`src/rtl/wb_arbiter_nx1_pkg.sv`:
```
// Shared definitions for the Nx1 Wishbone arbiter: FSM encodings and width helpers.
package wb_arbiter_nx1_pkg;

   localparam logic [1:0] ST_IDLE = 2'd0;
   localparam logic [1:0] ST_BUSY = 2'd1;
   localparam logic [1:0] ST_ERR  = 2'd2;

   // Index width for an N-way selection; never narrower than one bit.
   function automatic int unsigned idx_width(input int unsigned n);
      return (n < 2) ? 1 : $clog2(n);
   endfunction

   // Watchdog counter width; a disabled watchdog still gets a 1-bit counter.
   function automatic int unsigned wdog_width(input int unsigned t);
      return (t == 0) ? 1 : $clog2(t + 1);
   endfunction

endpackage

```
`src/rtl/wb_arbiter_nx1_rr_arbiter.sv`:
```
// Combinational rotate-priority picker: searches req from last+1 (mod N) upward.
module wb_rr_arbiter
   import wb_arbiter_nx1_pkg::*;
#(
   parameter  int unsigned N  = 2,
   localparam int unsigned IW = idx_width(N)
) (
   input  logic [N-1:0]  req,
   input  logic [IW-1:0] last,
   output logic [N-1:0]  gnt_nxt,
   output logic [IW-1:0] index
);

   always_comb begin
      logic        found;
      int unsigned k;
      gnt_nxt = '0;
      index   = '0;
      found   = 1'b0;
      k       = 0;
      // The previous owner is visited last, so it only wins when nobody else asks.
      for (int unsigned i = 1; i <= N; i++) begin
         k = (32'(last) + i) % N;
         if (!found && ((req >> k) & N'(1)) != '0) begin
            found   = 1'b1;
            gnt_nxt = N'(1) << k;
            index   = IW'(k);
         end
      end
   end

endmodule

```
`src/rtl/wb_arbiter_nx1.sv`:
```
// Nx1 Wishbone arbiter: round-robin, cyc-locked grant, per-transfer watchdog error.
module wb_arbiter_nx1
   import wb_arbiter_nx1_pkg::*;
#(
   parameter int unsigned N_INITIATORS   = 2,
   parameter int unsigned ADR_WIDTH      = 32,
   parameter int unsigned DAT_WIDTH      = 32,
   parameter int unsigned TIMEOUT_CYCLES = 256
) (
   input  logic                                clock,
   input  logic                                reset,
   input  logic [N_INITIATORS*ADR_WIDTH-1:0]   t_adr,
   input  logic [N_INITIATORS*DAT_WIDTH-1:0]   t_dat_w,
   input  logic [N_INITIATORS*DAT_WIDTH/8-1:0] t_sel,
   input  logic [N_INITIATORS-1:0]             t_we,
   input  logic [N_INITIATORS-1:0]             t_cyc,
   input  logic [N_INITIATORS-1:0]             t_stb,
   output logic [N_INITIATORS*DAT_WIDTH-1:0]   t_dat_r,
   output logic [N_INITIATORS-1:0]             t_ack,
   output logic [N_INITIATORS-1:0]             t_err,
   output logic [ADR_WIDTH-1:0]                i_adr,
   output logic [DAT_WIDTH-1:0]                i_dat_w,
   output logic [DAT_WIDTH/8-1:0]              i_sel,
   output logic                                i_we,
   output logic                                i_cyc,
   output logic                                i_stb,
   input  logic [DAT_WIDTH-1:0]                i_dat_r,
   input  logic                                i_ack,
   input  logic                                i_err,
   output logic [N_INITIATORS-1:0]             gnt,
   output logic                                timeout
);

   localparam int unsigned N       = N_INITIATORS;
   localparam int unsigned SEL_W   = DAT_WIDTH / 8;
   localparam int unsigned IW      = idx_width(N);
   localparam int unsigned WW      = wdog_width(TIMEOUT_CYCLES);
   localparam logic        WDOG_EN = (TIMEOUT_CYCLES != 0);
   localparam logic [WW-1:0] WDOG_LIMIT = WDOG_EN ? WW'(TIMEOUT_CYCLES - 1) : '0;

   logic [1:0]    state;
   logic [IW-1:0] gnt_idx;
   logic [IW-1:0] last;
   logic [WW-1:0] wdog;

   logic [N-1:0]  pick_gnt;
   logic [IW-1:0] pick_idx;
   logic          busy;
   logic          in_err;
   logic          own_cyc;
   logic          wdog_run;
   logic          wdog_hit;

   wb_rr_arbiter #(.N(N)) u_rr (
      .req     (t_cyc),
      .last    (last),
      .gnt_nxt (pick_gnt),
      .index   (pick_idx)
   );

   assign busy    = (state == ST_BUSY);
   assign in_err  = (state == ST_ERR);
   assign own_cyc = t_cyc[gnt_idx];

   // Owner dropping cyc releases the bus in that same cycle.
   assign i_cyc   = busy & own_cyc;
   assign i_stb   = busy & own_cyc & t_stb[gnt_idx];
   assign timeout = in_err;

   assign i_adr   = t_adr  [gnt_idx*ADR_WIDTH +: ADR_WIDTH];
   assign i_dat_w = t_dat_w[gnt_idx*DAT_WIDTH +: DAT_WIDTH];
   assign i_sel   = t_sel  [gnt_idx*SEL_W     +: SEL_W];
   assign i_we    = t_we[gnt_idx];

   for (genvar k = 0; k < N; k++) begin : g_slice
      assign t_dat_r[k*DAT_WIDTH +: DAT_WIDTH] = i_dat_r;
      assign t_ack[k] = gnt[k] & busy & i_ack;
      assign t_err[k] = gnt[k] & ((busy & i_err) | in_err);
   end

   // A response arriving on the limit cycle stops wdog_run, so ack/err beat the watchdog.
   assign wdog_run = WDOG_EN & i_stb & ~i_ack & ~i_err;
   assign wdog_hit = wdog_run & (wdog == WDOG_LIMIT);

   always_ff @(posedge clock or posedge reset) begin
      if (reset) begin
         state   <= ST_IDLE;
         gnt     <= '0;
         gnt_idx <= '0;
         last    <= IW'(N - 1);
         wdog    <= '0;
      end else begin
         case (state)
            ST_IDLE: begin
               wdog <= '0;
               if (|t_cyc) begin
                  gnt     <= pick_gnt;
                  gnt_idx <= pick_idx;
                  state   <= ST_BUSY;
               end
            end
            ST_BUSY: begin
               if (!own_cyc) begin
                  last  <= gnt_idx;
                  gnt   <= '0;
                  wdog  <= '0;
                  state <= ST_IDLE;
               end else if (wdog_hit) begin
                  wdog  <= '0;
                  state <= ST_ERR;
               end else if (wdog_run) begin
                  wdog  <= wdog + WW'(1);
               end else begin
                  wdog  <= '0;
               end
            end
            ST_ERR: begin
               wdog  <= '0;
               state <= ST_BUSY;
            end
            default: begin
               gnt   <= '0;
               wdog  <= '0;
               state <= ST_IDLE;
            end
         endcase
      end
   end

endmodule
```
`config.mk`:
```
export PLATFORM = sky130hd
export DESIGN_NAME = wb_arbiter_nx1
export DESIGN_NICKNAME = d
export VERILOG_FILES = /design/src/rtl/wb_arbiter_nx1_pkg.sv /design/src/rtl/wb_arbiter_nx1_rr_arbiter.sv /design/src/rtl/wb_arbiter_nx1.sv
export SDC_FILE = /design/constraint.sdc
export NUM_CORES = 1
export LEC_CHECK = 0
export BUFFER_PORTS_ARGS = -buffer_cell sky130_fd_sc_hd__buf_2
export CORE_AREA = 2 2 123 125
export DETAILED_ROUTE_END_ITERATION = 10
export DIE_AREA = 0 0 125 127
export GPL_TIMING_DRIVEN = 0
export HOLD_SLACK_MARGIN = 0.1
export PLACE_DENSITY = 0.46
export SLEW_MARGIN = 20
export SYNTH_ARGS = -nofsm -noshare
export SYNTH_HDL_FRONTEND = slang
export SYNTH_SLANG_ARGS = --single-unit
export TNS_END_PERCENT = 20
```
`constraint.sdc`:
```
create_clock -name clock -period 2.21 [get_ports clock]
set_input_delay 0 -clock clock [delete_from_list [all_inputs] [get_ports clock]]
set_output_delay 0 -clock clock [all_outputs]
set_load 0.03 [all_outputs]
```
After elaboration in Yosys (flattened, before gate mapping)
Cells that the tools add are included.
{ "op_classes": {"n_addsub": 3, "magnitude_cmp": 1, "eq_ne": 6, "shift": 7, "muxes": 22, "bitwise_logic": 17, "n_reduce_logical": 8} }
{ "op_table": {"columns": ["cell", "count"], "rows": [
  ["indexed part select 64 x 7 -> 32 bit", 2],
  ["2-to-1 mux 9 bit", 4],
  ["2-to-1 mux 2 bit", 7],
  ["AND 1 bit", 12],
  ["one-hot mux 2 bit (3 select lines)", 2],
  ["adder 9 x 1 -> 9 bit (second input constant)", 1],
  ["equality test 9 x 8 -> 1 bit (second input constant)", 1],
  ["2-to-1 mux 1 bit", 9],
  ["indexed part select 8 x 4 -> 4 bit", 1],
  ["AND reduction 2 bit", 3],
  ["!= test 2 bit (second input constant)", 2],
  ["NOT 1 bit", 4],
  ["<< shifter 1 x 1 -> 2 bit (first input constant)", 2],
  [">> shifter 2 x 1 -> 1 bit", 2],
  ["!= test 3 x 2 -> 1 bit (second input constant)", 1],
  ["AND reduction 3 bit", 1],
  ["adder 1 bit (second input constant)", 2],
  ["equality test 2 x 1 -> 1 bit (second input constant)", 1],
  ["equality test 2 bit (second input constant)", 1],
  ["zero test 2 bit", 1],
  ["< comparator 1 x 2 -> 1 bit (second input constant)", 1],
  ["OR reduction 2 bit", 1],
  ["logical AND 1 bit", 1],
  ["zero test 1 bit", 1],
  ["bitwise OR 1 bit", 1]
]} }
{ "word_totals": {"ff_bits": 15, "in_bits": 178, "out_inout_bits": 142, "wordCells": 69} }

Longest topological paths before layout
{ "depth": {"word_depth": 10, "ltp_mapped": 8, "mapped_depth_nobuf": 7} }

By module
Synthesis repeated with hierarchy kept, for this count alone.
{ "unflattened": {"cells_unflattened": 225, "hier_area_um2": 2110.8} }
{ "by_module_without_submodules": {"columns": ["module", "instances", "cells_per_inst", "area_per_inst_um2"], "rows": [
  ["wb_arbiter_nx1", 1, 221, 2084.5],
  ["wb_rr_arbiter", 1, 4, 26.3]
]} }

Least setup slack after synthesis
Ideal clock, no wire load.
{ "synth_path": {"path_type": "register -> register", "startpoint": "register wdog[0]", "endpoint": "register state[0]", "setup_time_ns": 0.130, "arrival_time_ns": 1.749, "setup_slack_ns": 0.331, "stages_incl_launch_ff": 9, "path_buffers": 1, "synth_period_minus_slack_ns": 1.879, "cell_sequence": "dfrtp_1 -> ha_1 -> nand3_1 -> nor2_1 -> ha_1 -> clkbuf_1 -> inv_1 -> nor4_1 -> o22ai_1"} }
{ "synth_via": {"elab_chain_cells": 4} }
{ "synth_rtl": {"columns": ["element", "line", "text"], "rows": [
  ["start: declaration", "wb_arbiter_nx1.sv:44", "logic [WW-1:0] wdog;"],
  ["start signal: assignment", "wb_arbiter_nx1.sv:112", "wdog <= wdog + WW'(1);"],
  ["equality test 9 x 8 -> 1 bit", "wb_arbiter_nx1.sv:83", "assign wdog_hit = wdog_run & (wdog == WDOG_LIMIT);"],
  ["AND 1 bit", "wb_arbiter_nx1.sv:83", null],
  ["!= test 3 x 2 -> 1 bit (no line)", null, null],
  ["AND reduction 2 bit (no line)", null, null],
  ["end signal: assignment", "wb_arbiter_nx1.sv:87", "state <= ST_IDLE;"],
  ["end signal: assignment", "wb_arbiter_nx1.sv:99", "state <= ST_BUSY;"],
  ["end signal: assignment", "wb_arbiter_nx1.sv:107", "state <= ST_IDLE;"],
  ["end: declaration", "wb_arbiter_nx1.sv:41", "logic [1:0] state;"]
]} }
Every way passes these cells.
A chain may end at the register's enable or synchronous reset.

Worst setup path in the final report
{ "layout_path": {"startpoint": "register gnt_idx", "endpoint": "output i_dat_w[28]"} }
{ "layout_via": {"elab_chain_cells": 1} }
{ "layout_rtl": {"columns": ["element", "line", "text"], "rows": [
  ["start: declaration", "wb_arbiter_nx1.sv:42", "logic [IW-1:0] gnt_idx;"],
  ["start signal: assignment", "wb_arbiter_nx1.sv:98", "gnt_idx <= pick_idx;"],
  ["indexed part select 64 x 7 -> 32 bit", "wb_arbiter_nx1.sv:71", "assign i_dat_w = t_dat_w[gnt_idx*DAT_WIDTH +: DAT_WIDTH];"],
  ["end: declaration", "wb_arbiter_nx1.sv:22", "output logic [DAT_WIDTH-1:0] i_dat_w,"]
]} }
Every way passes these cells.

==> results.md <==
- WL/cell: about 14 microns
- Hold Fails Final Rpt: 0
- Initial core utilization: between 10% and 20%
- First-pass GRT wire length: 14.3 mm
- Asr flop ratio synth: 100%
- Hold path startpoint: t_cyc[1]
- Top cell type's share of synthesized area: 36.6%
- Cell count after synthesis: 222
- Hold Crit Class: primary input to register
- F_max: 520 MHz
- Vias per Instance: around 3.9
- Area growth from synthesis to layout: 84.1%
- Most common cell in the synthesized netlist: mux2_2
- CORE AREA: approximately 14,000 sq um
- Comb power frac: around four fifths
- Tot Pwr: ~3.6 mW
- M1 WL: 3.60 mm
- Antenna diode count: 0
- Commonest cells post-synth: mux2_2, buf_4, dfrtp_1
- Leak: 2.12 nW
- Fraction of layout cells with a size suffix above 1: 84.7%
- Clock latency on the worst-skew pair: 0.25 ns
- Hold endpoint: gnt_idx
- Register area: roughly 380 sq um
- Die X: 125 microns
- Crit-path slowest cell: clkbuf_1
- I/O Pins: 320
- Maxcap violations: 0
- Initial antenna violation count: 1
- Synthesized Nets: between 400 and 500
- CTS Root Cell: clkbuf_16
- Synth unique cells: 33
- CP peak stage delay: approximately 0.55 ns
- Critical path class: register to output pin
- CP required: approximately 2.2 ns
- Multi-input logic area: between 1000 and 1500 sq um
- Synth Flop Type: dfrtp_1
- CP Launch Type: register
- Clock buffer depth: 2
- CP endpoint kind: output pin
- Layout Nets: about 700
- Worst-path maximum fanout: 10
- Seq/Total Area, Yosys: 17.8%
- Least-Margin Pin Slew: 0.679 ns
- DRT iter0 DRCs: slightly below 60
- R2R Path Start: wdog[0]
- Post-DRT Antenna Nets: 0
- Router iterations before antenna repair: 4
- Die H: 127 microns
- Largest net degree at the start of global routing: 16
- Highest metal used: met5
- Cell accounting for the most synthesized area: mux2_2
- WP data arrival: 1.92 ns
- DR WL met2: 5.50 mm
- # clock sinks: 15
- Routed vias: around 2,700
- Clk pwr share: around 10%
- Fin crit share: 87.0%
- Post-route DRC: 0
- Detailed Route WL: 9.91 mm
- Fin area: slightly below 4000 sq um
- Setup-failing EPs final: 0
- Placed instance area: around 3800 sq um
- Worst vdd ir: ~260 uV
- Dpl ws: -0.00835 ns
- Hold depth: 3
- Worst-case reg-to-reg path depth: 7
- Number of global-route vias before repair: 2,758
- Tmin final: 1.92 ns
- Reg2reg end: state[0]
- Die area: 15,900 sq um
- R2r setup slk: 0.36 ns
- TritonCTS buffer count: 3
- Sequential fraction of design power: between 10% and 20%
- Ranking of synthesized cells by area: mux2_2, buf_4, dfrtp_1, nor3_2, a211oi_2
- Port-buffer cells: between 200 and 300
- Sw Pwr: roughly 1.9 mW
- Clk_skew: ~0.0016 ns
- Cell Rows: 44
- RSZ-0062 raised after global routing: no
- # H-tree levels: 1
- Clk slew on worst S/H paths: 0.05 ns
- Netlist area before placement: between 2000 and 2500 sq um
- Crit path cell chain: buf_4 > clkbuf_1 > mux2_2 > buf_2
- Number of synthesized flops with an enable pin: 0
- Fin util: a little over a quarter
- Fin. max-slew vios: 0
- P per Cell Area: ~920 nW/um^2
- GRT overflow: 0
- Status: completed
- Int Pwr: 1.66 mW
- DP HPWL: slightly below 9 mm
- Number of post-CTS setup repair buffers: 0
- FF+latch count, synth: 15
- TritonCTS clock tree: yes
- Met3 Wirelength: about 750 microns
- PnR worst setup slack: roughly 0.29 ns
- Mean Syn Cell Area: 9.55 sq um
- All-Layer GR Usage: 11.0%
- Yosys warning count: 0
- Placer Congestion: approximately 0.77
- Switching Fraction: ~54%
- Fillers: around 1,600
- Worst slew margin relative to its limit: a little over half
## area by class of cell
type                    count  share of cell area, %
repair buffers            291                   37.8
multi-input cells         128                   30.8
plain buffers              73                   13.4
flip-flops and latches     15                   9.64
well taps                 184                   5.90
clock buffers               4                   2.02
inverters                   5                  0.481
## cells by family (layout without fill, tap and decap cells)
family | count (synthesis) | in the layout | synth area share [%]
flip-flops | 15 | 15 | 17.8
buffers and inverters | 79 | 373 | 25.7
AO/OA/AOI/OAI | 16 | 16 | 5.84
adder cells (fa/ha/maj) | 2 | 2 | 1.18
AND/OR/NAND/NOR | 36 | 36 | 10.7
multiplexers | 71 | 71 | 37.6
XOR/XNOR | 3 | 3 | 1.24
## layer usage
metal  global-route usage (%)  vias up
met1                     12.1     1265
met5                        0        -
li1                         -     1301
met4                     1.18        2
met2                     22.1      121
met3                     2.55        7
## worst max-delay path by stage
| stage | from | endpoint | depth (start not counted) |
|---|---|---|---|
| finish | gnt_idx | i_dat_w[28] | 4 |
| CTS | wdog[0] | state[0] | 7 |
| global placement | wdog[0] | state[0] | 8 |
| floorplan | wdog[0] | state[0] | 8 |
| detailed placement | wdog[0] | state[0] | 8 |
| global route | gnt_idx | i_dat_w[28] | 4 |
## layout by cell type, fill, tap and decap left out, types with 4 or more instances in the layout
| cell type | netlist | final |
|---|---|---|
| nor3_2 | 5 | 5 |
| buf_2 | 0 | 287 |
| o21ai_0 | 5 | 5 |
| dlygate4sd3_1 | 0 | 4 |
| clkbuf_1 | 8 | 8 |
| mux2_2 | 69 | 69 |
| dfrtp_1 | 14 | 14 |
| nor2_1 | 5 | 5 |
| inv_1 | 5 | 5 |
| buf_4 | 66 | 66 |
| nand3_1 | 5 | 5 |
## power by group through the flow
stage | Clock, mW | Combinational [mW] | Sequential (mW)
3_3_place_gp | 0 | 2.90 | 0.376
2_1_floorplan | 0 | 2.06 | 0.399
5_1_grt | 0.379 | 3.05 | 0.382
3_5_place_dp | 0 | 2.90 | 0.378
4_1_cts | 0.371 | 2.92 | 0.373
6_report | 0.362 | 2.87 | 0.375
## critical path: cells and delay by family (launching register included)
family / cells / cell delay [ns]
flops: 1 / 0.31
mux: 1 / 0.42
buf+inv: 3 / 0.93
## flip-flops by register name, indices dropped and copies added (netlist names)
register and flops:
gnt 2, gnt_idx 1, last 1, state 2
wdog 9
## repair_timing
action,in CTS,in global routing
setup endpoints to repair,1,1
gates resized for setup,0,1
hold endpoints to repair,17,0
hold buffers,4,0
## stage by stage
stage                     TNS [ns]  instances  hold WS, ns
after global routing             0        700        0.134
final                            0        700        0.111
after floorplan                  0        222      -0.0992
after global placement     -0.0135        693        0.105
after CTS                        0        700        0.103
after detailed placement  -0.00835        693        0.109
Power figures use the tool's default switching activity.
